**src/rtl/fp_round_scheduler_if.sv**
```systemverilog
// Request/response bundle for the shared rounding scheduler: two requesters,
// each with an operand channel (req) and a result channel (rsp).
interface fp_round_scheduler_if #(
  parameter int N = 24,
  parameter int E = 8
);
  logic         req0_valid;
  logic         req0_ready;
  logic [N-1:0] req0_mant;
  logic [E-1:0] req0_exp;
  logic         req0_R;
  logic         req0_S;

  logic         req1_valid;
  logic         req1_ready;
  logic [N-1:0] req1_mant;
  logic [E-1:0] req1_exp;
  logic         req1_R;
  logic         req1_S;

  logic         rsp0_valid;
  logic         rsp0_ready;
  logic [N-1:0] rsp0_mant;
  logic [E-1:0] rsp0_exp;
  logic         rsp0_inexact;
  logic         rsp0_ovf;

  logic         rsp1_valid;
  logic         rsp1_ready;
  logic [N-1:0] rsp1_mant;
  logic [E-1:0] rsp1_exp;
  logic         rsp1_inexact;
  logic         rsp1_ovf;

  modport master (
    output req0_valid, req0_mant, req0_exp, req0_R, req0_S,
    output req1_valid, req1_mant, req1_exp, req1_R, req1_S,
    input  req0_ready, req1_ready,
    input  rsp0_valid, rsp0_mant, rsp0_exp, rsp0_inexact, rsp0_ovf,
    input  rsp1_valid, rsp1_mant, rsp1_exp, rsp1_inexact, rsp1_ovf,
    output rsp0_ready, rsp1_ready
  );

  modport slave (
    input  req0_valid, req0_mant, req0_exp, req0_R, req0_S,
    input  req1_valid, req1_mant, req1_exp, req1_R, req1_S,
    output req0_ready, req1_ready,
    output rsp0_valid, rsp0_mant, rsp0_exp, rsp0_inexact, rsp0_ovf,
    output rsp1_valid, rsp1_mant, rsp1_exp, rsp1_inexact, rsp1_ovf,
    input  rsp0_ready, rsp1_ready
  );
endinterface

```
**src/rtl/fp_round_scheduler.sv**
```systemverilog
// Round-robin scheduler sharing one round-to-nearest-even datapath between
// two requesters; one operation in flight, accept -> response in 2 cycles.
//
//   state | meaning
//   ------+--------------------------------------------------------------
//   IDLE  | arbitrating; ready asserted for the granted requester only
//   ROUND | captured operand is rounded; result registered on exit
//   RESP  | result held for the granted requester until it is consumed
module fp_round_scheduler #(
  parameter int N = 24,
  parameter int E = 8
) (
  input  logic                 Clock,
  input  logic                 Reset,
  fp_round_scheduler_if.slave  bus
);

  typedef enum logic [1:0] {
    IDLE  = 2'd0,
    ROUND = 2'd1,
    RESP  = 2'd2
  } state_t;

  localparam logic [E-1:0] EXP_MAX    = {E{1'b1}};
  localparam logic [E-1:0] EXP_SAT    = {{(E-1){1'b1}}, 1'b0};
  localparam logic [E-1:0] EXP_ONE    = {{(E-1){1'b0}}, 1'b1};
  localparam logic [N:0]   MANT_ONE   = {{N{1'b0}}, 1'b1};
  localparam logic [N-1:0] MANT_CARRY = {1'b1, {(N-1){1'b0}}};

  state_t       r_state;
  state_t       w_state_nxt;

  logic         r_last_grant;
  logic         r_grant;
  logic [N-1:0] r_mant;
  logic [E-1:0] r_exp;
  logic         r_R;
  logic         r_S;

  logic         r_rsp_valid;
  logic [N-1:0] r_res_mant;
  logic [E-1:0] r_res_exp;
  logic         r_res_inexact;
  logic         r_res_ovf;

  logic         w_any_valid;
  logic         w_sel;
  logic         w_accept;
  logic         w_rsp_ready_g;
  logic         w_rsp_fire;

  logic         w_round_up;
  logic [N:0]   w_sum;
  logic [N-1:0] w_res_mant;
  logic [E-1:0] w_res_exp;
  logic         w_res_inexact;
  logic         w_res_ovf;

  // A lone requester wins outright; on a tie the one not granted last wins.
  always_comb begin
    w_any_valid = bus.req0_valid | bus.req1_valid;
    if (bus.req0_valid && bus.req1_valid) begin
      w_sel = ~r_last_grant;
    end else begin
      w_sel = bus.req1_valid;
    end
    w_accept = (r_state == IDLE) && w_any_valid;
  end

  assign bus.req0_ready = w_accept & ~w_sel;
  assign bus.req1_ready = w_accept &  w_sel;

  assign w_rsp_ready_g = r_grant ? bus.rsp1_ready : bus.rsp0_ready;
  assign w_rsp_fire    = r_rsp_valid & w_rsp_ready_g;

  always_comb begin
    w_state_nxt = r_state;
    case (r_state)
      IDLE:    if (w_accept) w_state_nxt = ROUND;
      ROUND:   w_state_nxt = RESP;
      RESP:    if (w_rsp_fire) w_state_nxt = IDLE;
      default: w_state_nxt = IDLE;
    endcase
  end

  // Carry-out of the increment renormalises to 1.000...; carrying into the
  // top exponent code (or beyond) saturates to the all-ones overflow encoding.
  always_comb begin
    w_round_up    = r_R & (r_S | r_mant[0]);
    w_sum         = {1'b0, r_mant} + MANT_ONE;
    w_res_mant    = r_mant;
    w_res_exp     = r_exp;
    w_res_ovf     = 1'b0;
    w_res_inexact = r_R | r_S;
    if (w_round_up) begin
      if (w_sum[N]) begin
        if (r_exp >= EXP_SAT) begin
          w_res_mant = '0;
          w_res_exp  = EXP_MAX;
          w_res_ovf  = 1'b1;
        end else begin
          w_res_mant = MANT_CARRY;
          w_res_exp  = r_exp + EXP_ONE;
        end
      end else begin
        w_res_mant = w_sum[N-1:0];
      end
    end
  end

  always_ff @(posedge Clock) begin
    if (Reset) begin
      r_state       <= IDLE;
      r_last_grant  <= 1'b1;
      r_grant       <= 1'b0;
      r_mant        <= '0;
      r_exp         <= '0;
      r_R           <= 1'b0;
      r_S           <= 1'b0;
      r_rsp_valid   <= 1'b0;
      r_res_mant    <= '0;
      r_res_exp     <= '0;
      r_res_inexact <= 1'b0;
      r_res_ovf     <= 1'b0;
    end else begin
      r_state <= w_state_nxt;
      if (w_accept) begin
        r_grant      <= w_sel;
        r_last_grant <= w_sel;
        r_mant       <= w_sel ? bus.req1_mant : bus.req0_mant;
        r_exp        <= w_sel ? bus.req1_exp  : bus.req0_exp;
        r_R          <= w_sel ? bus.req1_R    : bus.req0_R;
        r_S          <= w_sel ? bus.req1_S    : bus.req0_S;
      end
      if (r_state == ROUND) begin
        r_rsp_valid   <= 1'b1;
        r_res_mant    <= w_res_mant;
        r_res_exp     <= w_res_exp;
        r_res_inexact <= w_res_inexact;
        r_res_ovf     <= w_res_ovf;
      end else if (w_rsp_fire) begin
        r_rsp_valid <= 1'b0;
      end
    end
  end

  assign bus.rsp0_valid   = r_rsp_valid & ~r_grant;
  assign bus.rsp1_valid   = r_rsp_valid &  r_grant;
  assign bus.rsp0_mant    = r_res_mant;
  assign bus.rsp1_mant    = r_res_mant;
  assign bus.rsp0_exp     = r_res_exp;
  assign bus.rsp1_exp     = r_res_exp;
  assign bus.rsp0_inexact = r_res_inexact;
  assign bus.rsp1_inexact = r_res_inexact;
  assign bus.rsp0_ovf     = r_res_ovf;
  assign bus.rsp1_ovf     = r_res_ovf;

endmodule

```
**src/flat_wrapper.sv**
```systemverilog
// flat-port wrapper written by rule: the top's interface ports become plain ports
module fp_round_scheduler_flat 
#(
  parameter int N = 24,
  parameter int E = 8
)
  (Clock, Reset, bus_req0_valid, bus_req0_mant, bus_req0_exp, bus_req0_R, bus_req0_S, bus_req1_valid, bus_req1_mant, bus_req1_exp, bus_req1_R, bus_req1_S, bus_req0_ready, bus_req1_ready, bus_rsp0_valid, bus_rsp0_mant, bus_rsp0_exp, bus_rsp0_inexact, bus_rsp0_ovf, bus_rsp1_valid, bus_rsp1_mant, bus_rsp1_exp, bus_rsp1_inexact, bus_rsp1_ovf, bus_rsp0_ready, bus_rsp1_ready);
  fp_round_scheduler_if #(.N(N), .E(E)) bus_i ();
  input  logic Clock;
  input  logic Reset;
  input wire logic [$bits(bus_i.req0_valid)-1:0] bus_req0_valid;
  input wire logic [$bits(bus_i.req0_mant)-1:0] bus_req0_mant;
  input wire logic [$bits(bus_i.req0_exp)-1:0] bus_req0_exp;
  input wire logic [$bits(bus_i.req0_R)-1:0] bus_req0_R;
  input wire logic [$bits(bus_i.req0_S)-1:0] bus_req0_S;
  input wire logic [$bits(bus_i.req1_valid)-1:0] bus_req1_valid;
  input wire logic [$bits(bus_i.req1_mant)-1:0] bus_req1_mant;
  input wire logic [$bits(bus_i.req1_exp)-1:0] bus_req1_exp;
  input wire logic [$bits(bus_i.req1_R)-1:0] bus_req1_R;
  input wire logic [$bits(bus_i.req1_S)-1:0] bus_req1_S;
  output wire logic [$bits(bus_i.req0_ready)-1:0] bus_req0_ready;
  output wire logic [$bits(bus_i.req1_ready)-1:0] bus_req1_ready;
  output wire logic [$bits(bus_i.rsp0_valid)-1:0] bus_rsp0_valid;
  output wire logic [$bits(bus_i.rsp0_mant)-1:0] bus_rsp0_mant;
  output wire logic [$bits(bus_i.rsp0_exp)-1:0] bus_rsp0_exp;
  output wire logic [$bits(bus_i.rsp0_inexact)-1:0] bus_rsp0_inexact;
  output wire logic [$bits(bus_i.rsp0_ovf)-1:0] bus_rsp0_ovf;
  output wire logic [$bits(bus_i.rsp1_valid)-1:0] bus_rsp1_valid;
  output wire logic [$bits(bus_i.rsp1_mant)-1:0] bus_rsp1_mant;
  output wire logic [$bits(bus_i.rsp1_exp)-1:0] bus_rsp1_exp;
  output wire logic [$bits(bus_i.rsp1_inexact)-1:0] bus_rsp1_inexact;
  output wire logic [$bits(bus_i.rsp1_ovf)-1:0] bus_rsp1_ovf;
  input wire logic [$bits(bus_i.rsp0_ready)-1:0] bus_rsp0_ready;
  input wire logic [$bits(bus_i.rsp1_ready)-1:0] bus_rsp1_ready;
  assign bus_i.req0_valid = bus_req0_valid;
  assign bus_i.req0_mant = bus_req0_mant;
  assign bus_i.req0_exp = bus_req0_exp;
  assign bus_i.req0_R = bus_req0_R;
  assign bus_i.req0_S = bus_req0_S;
  assign bus_i.req1_valid = bus_req1_valid;
  assign bus_i.req1_mant = bus_req1_mant;
  assign bus_i.req1_exp = bus_req1_exp;
  assign bus_i.req1_R = bus_req1_R;
  assign bus_i.req1_S = bus_req1_S;
  assign bus_req0_ready = bus_i.req0_ready;
  assign bus_req1_ready = bus_i.req1_ready;
  assign bus_rsp0_valid = bus_i.rsp0_valid;
  assign bus_rsp0_mant = bus_i.rsp0_mant;
  assign bus_rsp0_exp = bus_i.rsp0_exp;
  assign bus_rsp0_inexact = bus_i.rsp0_inexact;
  assign bus_rsp0_ovf = bus_i.rsp0_ovf;
  assign bus_rsp1_valid = bus_i.rsp1_valid;
  assign bus_rsp1_mant = bus_i.rsp1_mant;
  assign bus_rsp1_exp = bus_i.rsp1_exp;
  assign bus_rsp1_inexact = bus_i.rsp1_inexact;
  assign bus_rsp1_ovf = bus_i.rsp1_ovf;
  assign bus_i.rsp0_ready = bus_rsp0_ready;
  assign bus_i.rsp1_ready = bus_rsp1_ready;
  fp_round_scheduler #(.N(N), .E(E)) u_core (.Clock(Clock), .Reset(Reset), .bus(bus_i));
endmodule
```
**config.mk**
```make
export PLATFORM = sky130hd
export DESIGN_NAME = fp_round_scheduler_flat
export DESIGN_NICKNAME = d
export VERILOG_FILES = /design/src/rtl/fp_round_scheduler_if.sv /design/src/rtl/fp_round_scheduler.sv /design/src/flat_wrapper.sv
export SDC_FILE = /design/constraint.sdc
export NUM_CORES = 1
export LEC_CHECK = 0
export BUFFER_PORTS_ARGS = -buffer_cell sky130_fd_sc_hd__buf_2
export CELL_PAD_IN_SITES_DETAIL_PLACEMENT = 1
export CELL_PAD_IN_SITES_GLOBAL_PLACEMENT = 2
export CORE_ASPECT_RATIO = 0.7
export CORE_UTILIZATION = 27
export CTS_CLUSTER_SIZE = 12
export DETAILED_ROUTE_END_ITERATION = 10
export PLACE_DENSITY = 0.91
export SETUP_SLACK_MARGIN = 0.3
export SLEW_MARGIN = 20
export SYNTH_ARGS = -nofsm -noshare
export SYNTH_HDL_FRONTEND = slang
export SYNTH_SLANG_ARGS = --single-unit
```
**constraint.sdc**
```tcl
create_clock -name Clock -period 2.25 [get_ports Clock]
set_clock_uncertainty 0.05 [all_clocks]
set_input_delay 0.225 -clock Clock [delete_from_list [all_inputs] [get_ports Clock]]
set_output_delay 0.225 -clock Clock [all_outputs]
set_load 0.01 [all_outputs]
```
=== Word level (Yosys, flattened, before mapping) ===
Cells that the tools add are included.

* Word-level logic and storage cells: 56
* RAM bits: 0
* Bits of input ports: 74
* Flip-flop bits (word level): 73
* Memories: 0
* Memory bits (read-only): 0
* Output and inout port bits: 72
* Bits in latches: 0

* Magnitude comparators: 1
* Bitwise logic cells: 12
* Reductions and logical operators: 5
* Add/sub/neg operators: 2
* Muxes and demuxes: 20
* Eq/ne operators: 4
* Multiply operators: 0
* Shift-type cells: 0
* Divide/modulo/power cells: 0

{| class="wikitable"
|+ Operator list
! operator !! count
|-
| $mux W24 || 4
|-
| $mux W8 || 4
|-
| $add A24 B1 Y25 const B || 1
|-
| $mux W1 || 9
|-
| $add A8 B1 Y8 const B || 1
|-
| $ge A8 B8 Y1 const B || 1
|-
| $and A1 B1 Y1 || 6
|-
| $pmux W2 S3 || 1
|-
| $mux W2 || 2
|-
| $ne A2 B1 Y1 const B || 2
|-
| $not A1 Y1 || 3
|-
| $or A1 B1 Y1 || 3
|-
| $eq A2 B1 Y1 const B || 1
|-
| $eq A2 B2 Y1 const B || 1
|-
| $logic_and A1 B1 Y1 || 2
|-
| $logic_not A2 Y1 || 1
|-
| $reduce_and A2 Y1 || 1
|-
| $reduce_bool A2 Y1 || 1
|}

=== Logic depth before layout (Yosys ltp) ===
Gate-level depths: netlist of run 1.

* Depth after elaboration: 4
* Mapped depth: 7
* Mapped depth without buffers: 6

=== Least setup slack after synthesis of run 1 ===
Ideal clock, no wire load.

* Path type: register -> register
* Start: register u_core.r_mant[0]
* End: register u_core.r_res_exp[2], in the netlist u_core.bus.rsp0_exp[2]
* Cell stages (with the launch flop): 8
* Arrival time: 1.818 ns
* Setup slack: 0.265 ns
* Period minus slack after synthesis: 1.985 ns
* Cell sequence: dfxtp_1 ha_1 nand3_2 nor4_4 and2_1 buf_4 nand4_1 a32o_1

* Word-level cells in the longest chain between the ends: 3

{| class="wikitable"
|+ Ends and longest elaborated chain
! element !! line !! text
|-
| start: declaration || fp_round_scheduler.sv:35 || <nowiki>logic [N-1:0] r_mant;</nowiki>
|-
| start signal: assignment || fp_round_scheduler.sv:130 || <nowiki>r_mant <= w_sel ? bus.req1_mant : bus.req0_mant;</nowiki>
|-
| $add A24 B1 Y25 or $or A1 B1 Y1 (tied branches) || fp_round_scheduler.sv:90, fp_round_scheduler.sv:89 ||
|-
| $mux W8 or $and A1 B1 Y1 (tied branches) || fp_round_scheduler.sv:96, fp_round_scheduler.sv:89 ||
|-
| $mux W8 (*) || fp_round_scheduler.sv:95 || <nowiki>if (w_round_up) begin</nowiki>
|-
| end signal: assignment || fp_round_scheduler.sv:138 || <nowiki>r_res_exp <= w_res_exp;</nowiki>
|-
| end: declaration || fp_round_scheduler.sv:42 || <nowiki>logic [E-1:0] r_res_exp;</nowiki>
|}

Mark *: on every way between the ends. The rest lies on a longest branch, timed or not.
A chain may end at the register's enable or synchronous reset.

=== Worst setup path after layout of run 1 ===
* Start: register u_core.r_mant[2]
* End: register u_core.r_res_exp[5], in the netlist u_core.bus.rsp0_exp[5]

* Word-level cells in the longest chain between the ends: 3

{| class="wikitable"
|+ Ends and longest elaborated chain
! element !! line !! text
|-
| $add A24 B1 Y25 || fp_round_scheduler.sv:90 || <nowiki>w_sum = {1'b0, r_mant} + MANT_ONE;</nowiki>
|-
| $mux W8 || fp_round_scheduler.sv:96 || <nowiki>if (w_sum[N]) begin</nowiki>
|-
| $mux W8 || fp_round_scheduler.sv:95 ||
|}

No other way between the ends.

==> results of run 1 <==
synth_stat cells (all sizes together):
library cell | instances | area share
o21bai | 1 | 0.0021
nand3 | 18 | 0.026
ha | 3 | 0.010
a211oi | 9 | 0.020
and4 | 4 | 0.0098
o211ai | 1 | 0.0021
and2 | 3 | 0.0052
buf | 38 | 0.077
and3 | 6 | 0.010
nor4 | 8 | 0.026
a222oi | 34 | 0.095
inv | 5 | 0.0052
clkbuf | 22 | 0.023
o21ai | 18 | 0.026
a221oi | 1 | 0.0024
a21oi | 13 | 0.018
a32o | 2 | 0.0056
o2bb2ai | 1 | 0.0024
xor2 | 8 | 0.020
nand3b | 1 | 0.0021
nor3 | 11 | 0.015
nor2 | 57 | 0.060
nand4 | 10 | 0.022
or3 | 1 | 0.0017
a22o | 1 | 0.0024
xnor2 | 14 | 0.034
a31oi | 3 | 0.0052
or4 | 1 | 0.0031
a41o | 1 | 0.0028
o2111ai | 1 | 0.0024
mux2 | 1 | 0.0031
nand2 | 30 | 0.032
a31o | 1 | 0.0024
nand2b | 1 | 0.0017
nor2b | 4 | 0.0070
o22ai | 2 | 0.0035
a211o | 2 | 0.0049
dfxtp | 73 | 0.41
power breakdown:
part	switching (mW)	total [mW]	internal [mW]	leakage [nW]
logic	0.419	0.746	0.327	1.34
registers	0.136	1.55	1.41	0.600
clock network	0.539	1.34	0.799	0.137
critical path, cell delays in order (launching register included):
cell and delay (ns):
dfxtp_1 0.53, nand3_4 0.19, nor4_4 0.27, buf_4 0.19
buf_4 0.13, a31oi_1 0.08, a31o_2 0.22, a211oi_1 0.25
what timing repair did:
item | CTS | global route
pin swaps | 4 | 2
buffers inserted | 4 | 2
resized for setup | 8 | 8
setup endpoints to repair | 22 | 15
flip-flops by register name (all words and copies together) (netlist names):
| signal | flops |
|---|---|
| u_core.r_last_grant | 1 |
| u_core.bus.rsp0_ovf | 1 |
| u_core.r_rsp_valid | 1 |
| u_core.r_mant | 24 |
| u_core.r_S | 1 |
| u_core.r_state | 2 |
| u_core.bus.rsp0_exp | 8 |
| u_core.r_exp | 8 |
| u_core.bus.rsp0_inexact | 1 |
| u_core.r_grant | 1 |
| u_core.r_R | 1 |
| u_core.bus.rsp0_mant | 24 |
kinds of logic after synthesis:
family                   synth area share
AO/OA/AOI/OAI                      0.1976
XOR/XNOR                          0.05366
adder cells (fa/ha/maj)           0.01045
buffers and inverters              0.1056
flip-flops                         0.4070
multiplexers                     0.003136
AND/OR/NAND/NOR                    0.2226
area by class of cell:
class | count | area (um^2) | share of cell area
flip-flops and latches | 73 | 1466 | 0.3085
multi-input cells | 272 | 1824 | 0.3838
clock buffers | 11 | 252.7 | 0.05317
well taps | 162 | 202.7 | 0.04264
repair buffers | 176 | 958.4 | 0.2016
inverters | 5 | 18.77 | 0.003948
clock inverters | 5 | 30.03 | 0.006317
final timing paths:
| path | cells past startpoint | slack [ns] | end |
|---|---|---|---|
| min | 3 | 0.08 | u_core.r_mant[19]$_SDFFE_PP0N_ |
| max | 7 | 0.25 | u_core.bus.rsp0_exp[5]$_SDFFE_PP0P_ |
| max reg2reg | 7 | 0.25 | u_core.bus.rsp0_exp[5]$_SDFFE_PP0P_ |
| min reg2reg | 1 | 0.42 | u_core.r_last_grant$_SDFFE_PP1N_ |
metrics by stage:
step	setup slack, ns	std cells
floorplan	0.3496	410
global placement	0.2583	682
detailed placement	0.1297	682
CTS	0.3071	702
global route	0.1759	704
finish	0.2519	704
routing by layer:
metal | vias to the layer above | global-route usage | share of wire
li1 | 1746 | - | -
met1 | 1792 | 0.2521 | 0.48
met2 | 163 | 0.2846 | 0.43
met3 | 20 | 0.04665 | 0.071
met4 | 0 | 0.05156 | 0.016
met5 | - | 0 | 0
==> qor.csv, run 1 <==
stage,metric,value,unit
worst_setup_path,FF-to-FF Start,u_core.r_mant[2]$_SDFFE_PP0N_,
clock_tree,# hold bufs at CTS,0,
drt,total number of vias,3721,
worst_hold_path,Tightest Hold Check Type,input pin to flop,
job,max cap viols,0,
pwr,Leak,2.079,nW
cells_and_area,layout cell share with drive strength beyond 1,0.4041,
floorplan,Initial Util,0.2833,
clock_tree,CTS H-tree depth,3,
floorplan,Rows,34,
timing,FMAX,500.5,MHz
cells_and_area,"commonest non-fill, non-tap cell in the layout",buf_2,
worst_setup_path,CP Data Arrival Time,2.19,ns
cells_and_area,Final Util,0.3750,
clock_tree,CTS Buf Count,9,
cells_and_area,Layout Nets,614,
cells_and_area,Layout Area Growth over Synthesis,32.37,%
timing,Final period util,0.8880,
timing,WHS,0.07868,ns
floorplan,Chip Height,98.49,um
placed_design,Port Buffers,145,
synthesis,synthesized net count,487,
pwr,Power Density,764.4,nW/um^2
clock_tree,clk buf depth,2,
clock_tree,CTS sink cnt,73,
cells_and_area,final non-filler cell area,4753,um^2
grt,global-route wire length before repair,19550,um
worst_setup_path,Worst Setup SP,u_core.r_mant[2]$_SDFFE_PP0N_,
grt,largest net degree at the start of global routing,57,
synthesis,Synth Register Bits,73,
pwr,Max VDD drop,0.3770,mV
worst_setup_path,CP endpoint kind,flop,
floorplan,number of I/O pins,146,
status,status,"finished, final reports clean",
clock_tree,Worst-path clk slew,0.06,ns
floorplan,Core Region,12680,um^2
clock_tree,clock root buffer,clkbuf_16,
grt,Overflow after GRT,0,
synthesis,Yosys warning count,0,
grt,initial antenna violation count,0,
timing,post-route minimum period,1.998,ns
worst_setup_path,maximum fanout along the worst path,6,
drt,Pre-antenna DRT Iters,6,
synthesis,Mapped Cells,410,
placed_design,GP Congestion,0.8270,
grt,vias in the first global route,3700,
timing,final setup vio count,0,
placed_design,Final HPWL DP,9774,um
synthesis,Unique masters post-synth,47,
worst_hold_path,Hold Startpoint,bus_req1_mant[19],
timing,RSZ-0062 raised after global routing,true,
cells_and_area,fill cell count,1534,
cells_and_area,Diodes inserted,0,
synthesis,Synth Area per Inst,8.758,um^2
drt,DRT antenna net count,0,
timing,fin. max-slew vios,0,
floorplan,die area,13770,um^2
pwr,total power,3.634,mW
worst_setup_path,Startpoint Class,flop,
timing,worst rel slew slack,0.5617,
clock_tree,CTS tree,done,
timing,Hold Fails Final Rpt,0,
drt,final wirelength,12750,um
drt,Detailed Route Iter0 Violations,285,
timing,Tightest Pin Transition,0.6568,ns
drt,WL/cell,18.11,um
worst_setup_path,Worst EP required,2.44,ns
drt,DR vias/cell,5.286,
synthesis,Netlist Area Pre-Place,3591,um^2
synthesis,"Seq/Total Area, Yosys",0.4070,
grt,Global Route Usage Sum,0.1835,
placed_design,Post-DP Area,4358,um^2
clock_tree,worst-skew pair later-pin latency,0.34,ns
cells_and_area,most frequent cells in the layout,"buf_2 (145), dfxtp_1 (71), nor2_1 (54)",
timing,setup TNS,0,ns
drt,residual DRC count,0,
floorplan,die span in x,139.8,um
worst_setup_path,Setup CP Type,flop to flop,
No activity file was read; power rests on OpenSTA's default activity.
==> run 2, diff against run 1 <==
--- a/config.mk
+++ b/config.mk
@@ -9,10 +9,10 @@
 export CELL_PAD_IN_SITES_DETAIL_PLACEMENT = 1
 export CELL_PAD_IN_SITES_GLOBAL_PLACEMENT = 2
 export CORE_ASPECT_RATIO = 0.7
-export CORE_UTILIZATION = 27
+export CORE_UTILIZATION = 29
 export CTS_CLUSTER_SIZE = 12
 export DETAILED_ROUTE_END_ITERATION = 10
-export PLACE_DENSITY = 0.91
+export PLACE_DENSITY = 0.95
 export SETUP_SLACK_MARGIN = 0.3
 export SLEW_MARGIN = 20
 export SYNTH_ARGS = -nofsm -noshare
==> constraint.sdc (replaced) <==
create_clock -name Clock -period 2.4 [get_ports Clock]
set_clock_uncertainty 0.05 [all_clocks]
set_input_delay 0.24 -clock Clock [delete_from_list [all_inputs] [get_ports Clock]]
set_output_delay 0.24 -clock Clock [all_outputs]
set_load 0.01 [all_outputs]
==> qor.csv, run 2 (synthesized netlist as in run 1, its figures left out) <==
stage,metric,value,unit,change
clock_tree,clk buf depth,2,,unchanged
drt,DR vias/cell,5.172,,-2.2%
worst_setup_path,slowest cell on the critical path,dfxtp_1,,
timing,worst rel slew slack,0.6487,,+0.08704
clock_tree,# hold bufs at CTS,0,,unchanged
grt,Overflow after GRT,0,,unchanged
worst_hold_path,Hold Startpoint,bus_req1_mant[21],,
grt,Global Route Usage Sum,0.1978,,+0.01430
drt,final wirelength,12410,um,-2.7%
floorplan,Core Region,11890,um^2,-6.2%
placed_design,Port Buffers,145,,unchanged
clock_tree,CTS Buf Count,9,,unchanged
worst_setup_path,"delay-heaviest family, CP",compound AO/OA/AOI/OAI gates,,
worst_setup_path,reg2reg setup slack,0.38,ns,+0.13 ns
drt,Detailed Route Iter0 Violations,283,,-0.70%
status,status,"finished, final reports clean",,
cells_and_area,Diodes inserted,0,,unchanged
drt,total number of vias,3558,,-4.4%
pwr,total power,3.618,mW,-0.42%
drt,Pre-antenna DRT Iters,5,,-1
timing,Hold Fails Final Rpt,0,,unchanged
clock_tree,Worst-path clk slew,0.06,ns,about the same
worst_setup_path,Startpoint Class,flop,,
pwr,Leak,2.032,nW,-2.3%
floorplan,Rows,33,,-2.9%
timing,setup TNS,0,ns,unchanged
worst_setup_path,CP max stage delay,0.34,ns,-0.19 ns
grt,vias in the first global route,3521,,-4.8%
grt,global-route wire length before repair,19220,um,-1.7%
worst_setup_path,crit path buf inv count,2,,unchanged
cells_and_area,Layout Area Growth over Synthesis,30.63,%,
clock_tree,CTS sink cnt,73,,unchanged
worst_hold_path,Tightest Hold Check Type,input pin to flop,,
timing,fin. max-slew vios,0,,unchanged
job,max cap viols,0,,unchanged
clock_tree,CTS H-tree depth,3,,unchanged
floorplan,Chip Height,95.10,um,-3.4%
timing,final setup vio count,0,,unchanged
grt,initial antenna violation count,0,,unchanged
floorplan,die area,12840,um^2,-6.8%
timing,RSZ-0062 raised after global routing,false,,
cells_and_area,layout cell share with drive strength beyond 1,0.3766,,-0.02741
timing,FMAX,492.6,MHz,
clock_tree,clock root buffer,clkbuf_16,,
floorplan,Initial Util,0.3020,,+0.01872
grt,largest net degree at the start of global routing,50,,-12%
clock_tree,CTS tree,done,,
cells_and_area,most frequent cells in the layout,"buf_2 (145), dfxtp_1 (72), nor2_1 (57)",,
floorplan,number of I/O pins,146,,unchanged
placed_design,Final HPWL DP,9303,um,-4.8%
timing,post-route minimum period,2.030,ns,
worst_setup_path,CP endpoint kind,primary output,,
cells_and_area,"commonest non-fill, non-tap cell in the layout",buf_2,,
worst_setup_path,Worst EP required,2.11,ns,-0.33 ns
worst_setup_path,CP Data Arrival Time,1.74,ns,-0.45 ns
floorplan,die span in x,135,um,-3.5%
worst_setup_path,crit-path cells,nor2_1 -> o21ai_2 -> a21oi_4 -> buf_12 -> buf_2,,
worst_setup_path,Setup CP Type,flop to primary output,,
clock_tree,worst-skew pair later-pin latency,0.34,ns,about the same
drt,residual DRC count,0,,unchanged
pwr,Power Density,771.4,nW/um^2,+0.91%
timing,Tightest Pin Transition,0.5270,ns,-0.1298 ns
drt,DRT antenna net count,0,,unchanged
timing,WHS,0.09256,ns,+0.01388 ns
pwr,Max VDD drop,0.3446,mV,-8.6%
timing,Final period util,0.8458,,
worst_setup_path,Worst Setup SP,u_core.r_state[1]$_SDFFE_PP0P_,,
worst_setup_path,maximum fanout along the worst path,29,,+23
placed_design,GP Congestion,0.8340,,+0.85%
cells_and_area,Layout Nets,603,,-1.8%
worst_setup_path,FF-to-FF Start,u_core.r_mant[2]$_SDFFE_PP0N_,,
drt,WL/cell,18.03,um,-0.44%
## run 2: tightest hold or removal path, delay by kind of cell
family	cells	cell delay (ns)
buf+inv	1	0.08
compound gates	1	0.05
simple gates	1	0.08
## run 2: repair_timing
item                                    4_1_cts  5_1_grt
setup buffers                                 2        3
endpoints found under the setup margin        4       23
gates resized for setup                       2        6
gates cloned                                  0        0
pin swaps                                     2        2
## run 2: where the power goes
group	switching (mW)	internal [mW]
sequential	0.146	1.32
clock	0.520	0.967
combinational	0.369	0.291
## run 2: final cells by class
type,instances,area (um^2)
clock buffer,12,256.5
timing repair buffer,165,888.4
fill,1431,7201
inverter,5,18.77
tap,157,196.4
sequential,73,1463
multi-input combinational,272,1793
clock inverter,4,75.07
## run 2: worst paths after layout
| path | end | depth (start not counted) |
|---|---|---|
| hold / removal | u_core.r_mant[21]$_SDFFE_PP0N_ | 3 |
| hold reg to reg | u_core.r_last_grant$_SDFFE_PP1N_ | 1 |
| setup reg to reg | u_core.bus.rsp0_mant[19]$_SDFFE_PP0P_ | 5 |
| setup / recovery | bus_req0_ready | 5 |
## run 2: routing by layer
| layer | GRT usage | up-vias | part of all wire |
|---|---|---|---|
| li1 | - | 1721 | - |
| met1 | 0.2724 | 1683 | 0.48 |
| met2 | 0.3058 | 141 | 0.43 |
| met3 | 0.04785 | 13 | 0.078 |
| met4 | 0.05805 | 0 | 0.012 |
| met5 | 0 | - | 0 |
## run 2: stage by stage
stage	std cells	cell area [um^2]	worst slack [ns]	utilization
2_1_floorplan	410	3591	0.4145	-
5_1_grt	688	4691	0.2984	0.3945
4_1_cts	685	4644	0.3075	0.3906
3_5_place_dp	667	4288	0.2811	0.3606
3_3_place_gp	667	4288	0.3881	0.3606
6_report	688	4691	0.3700	0.3945
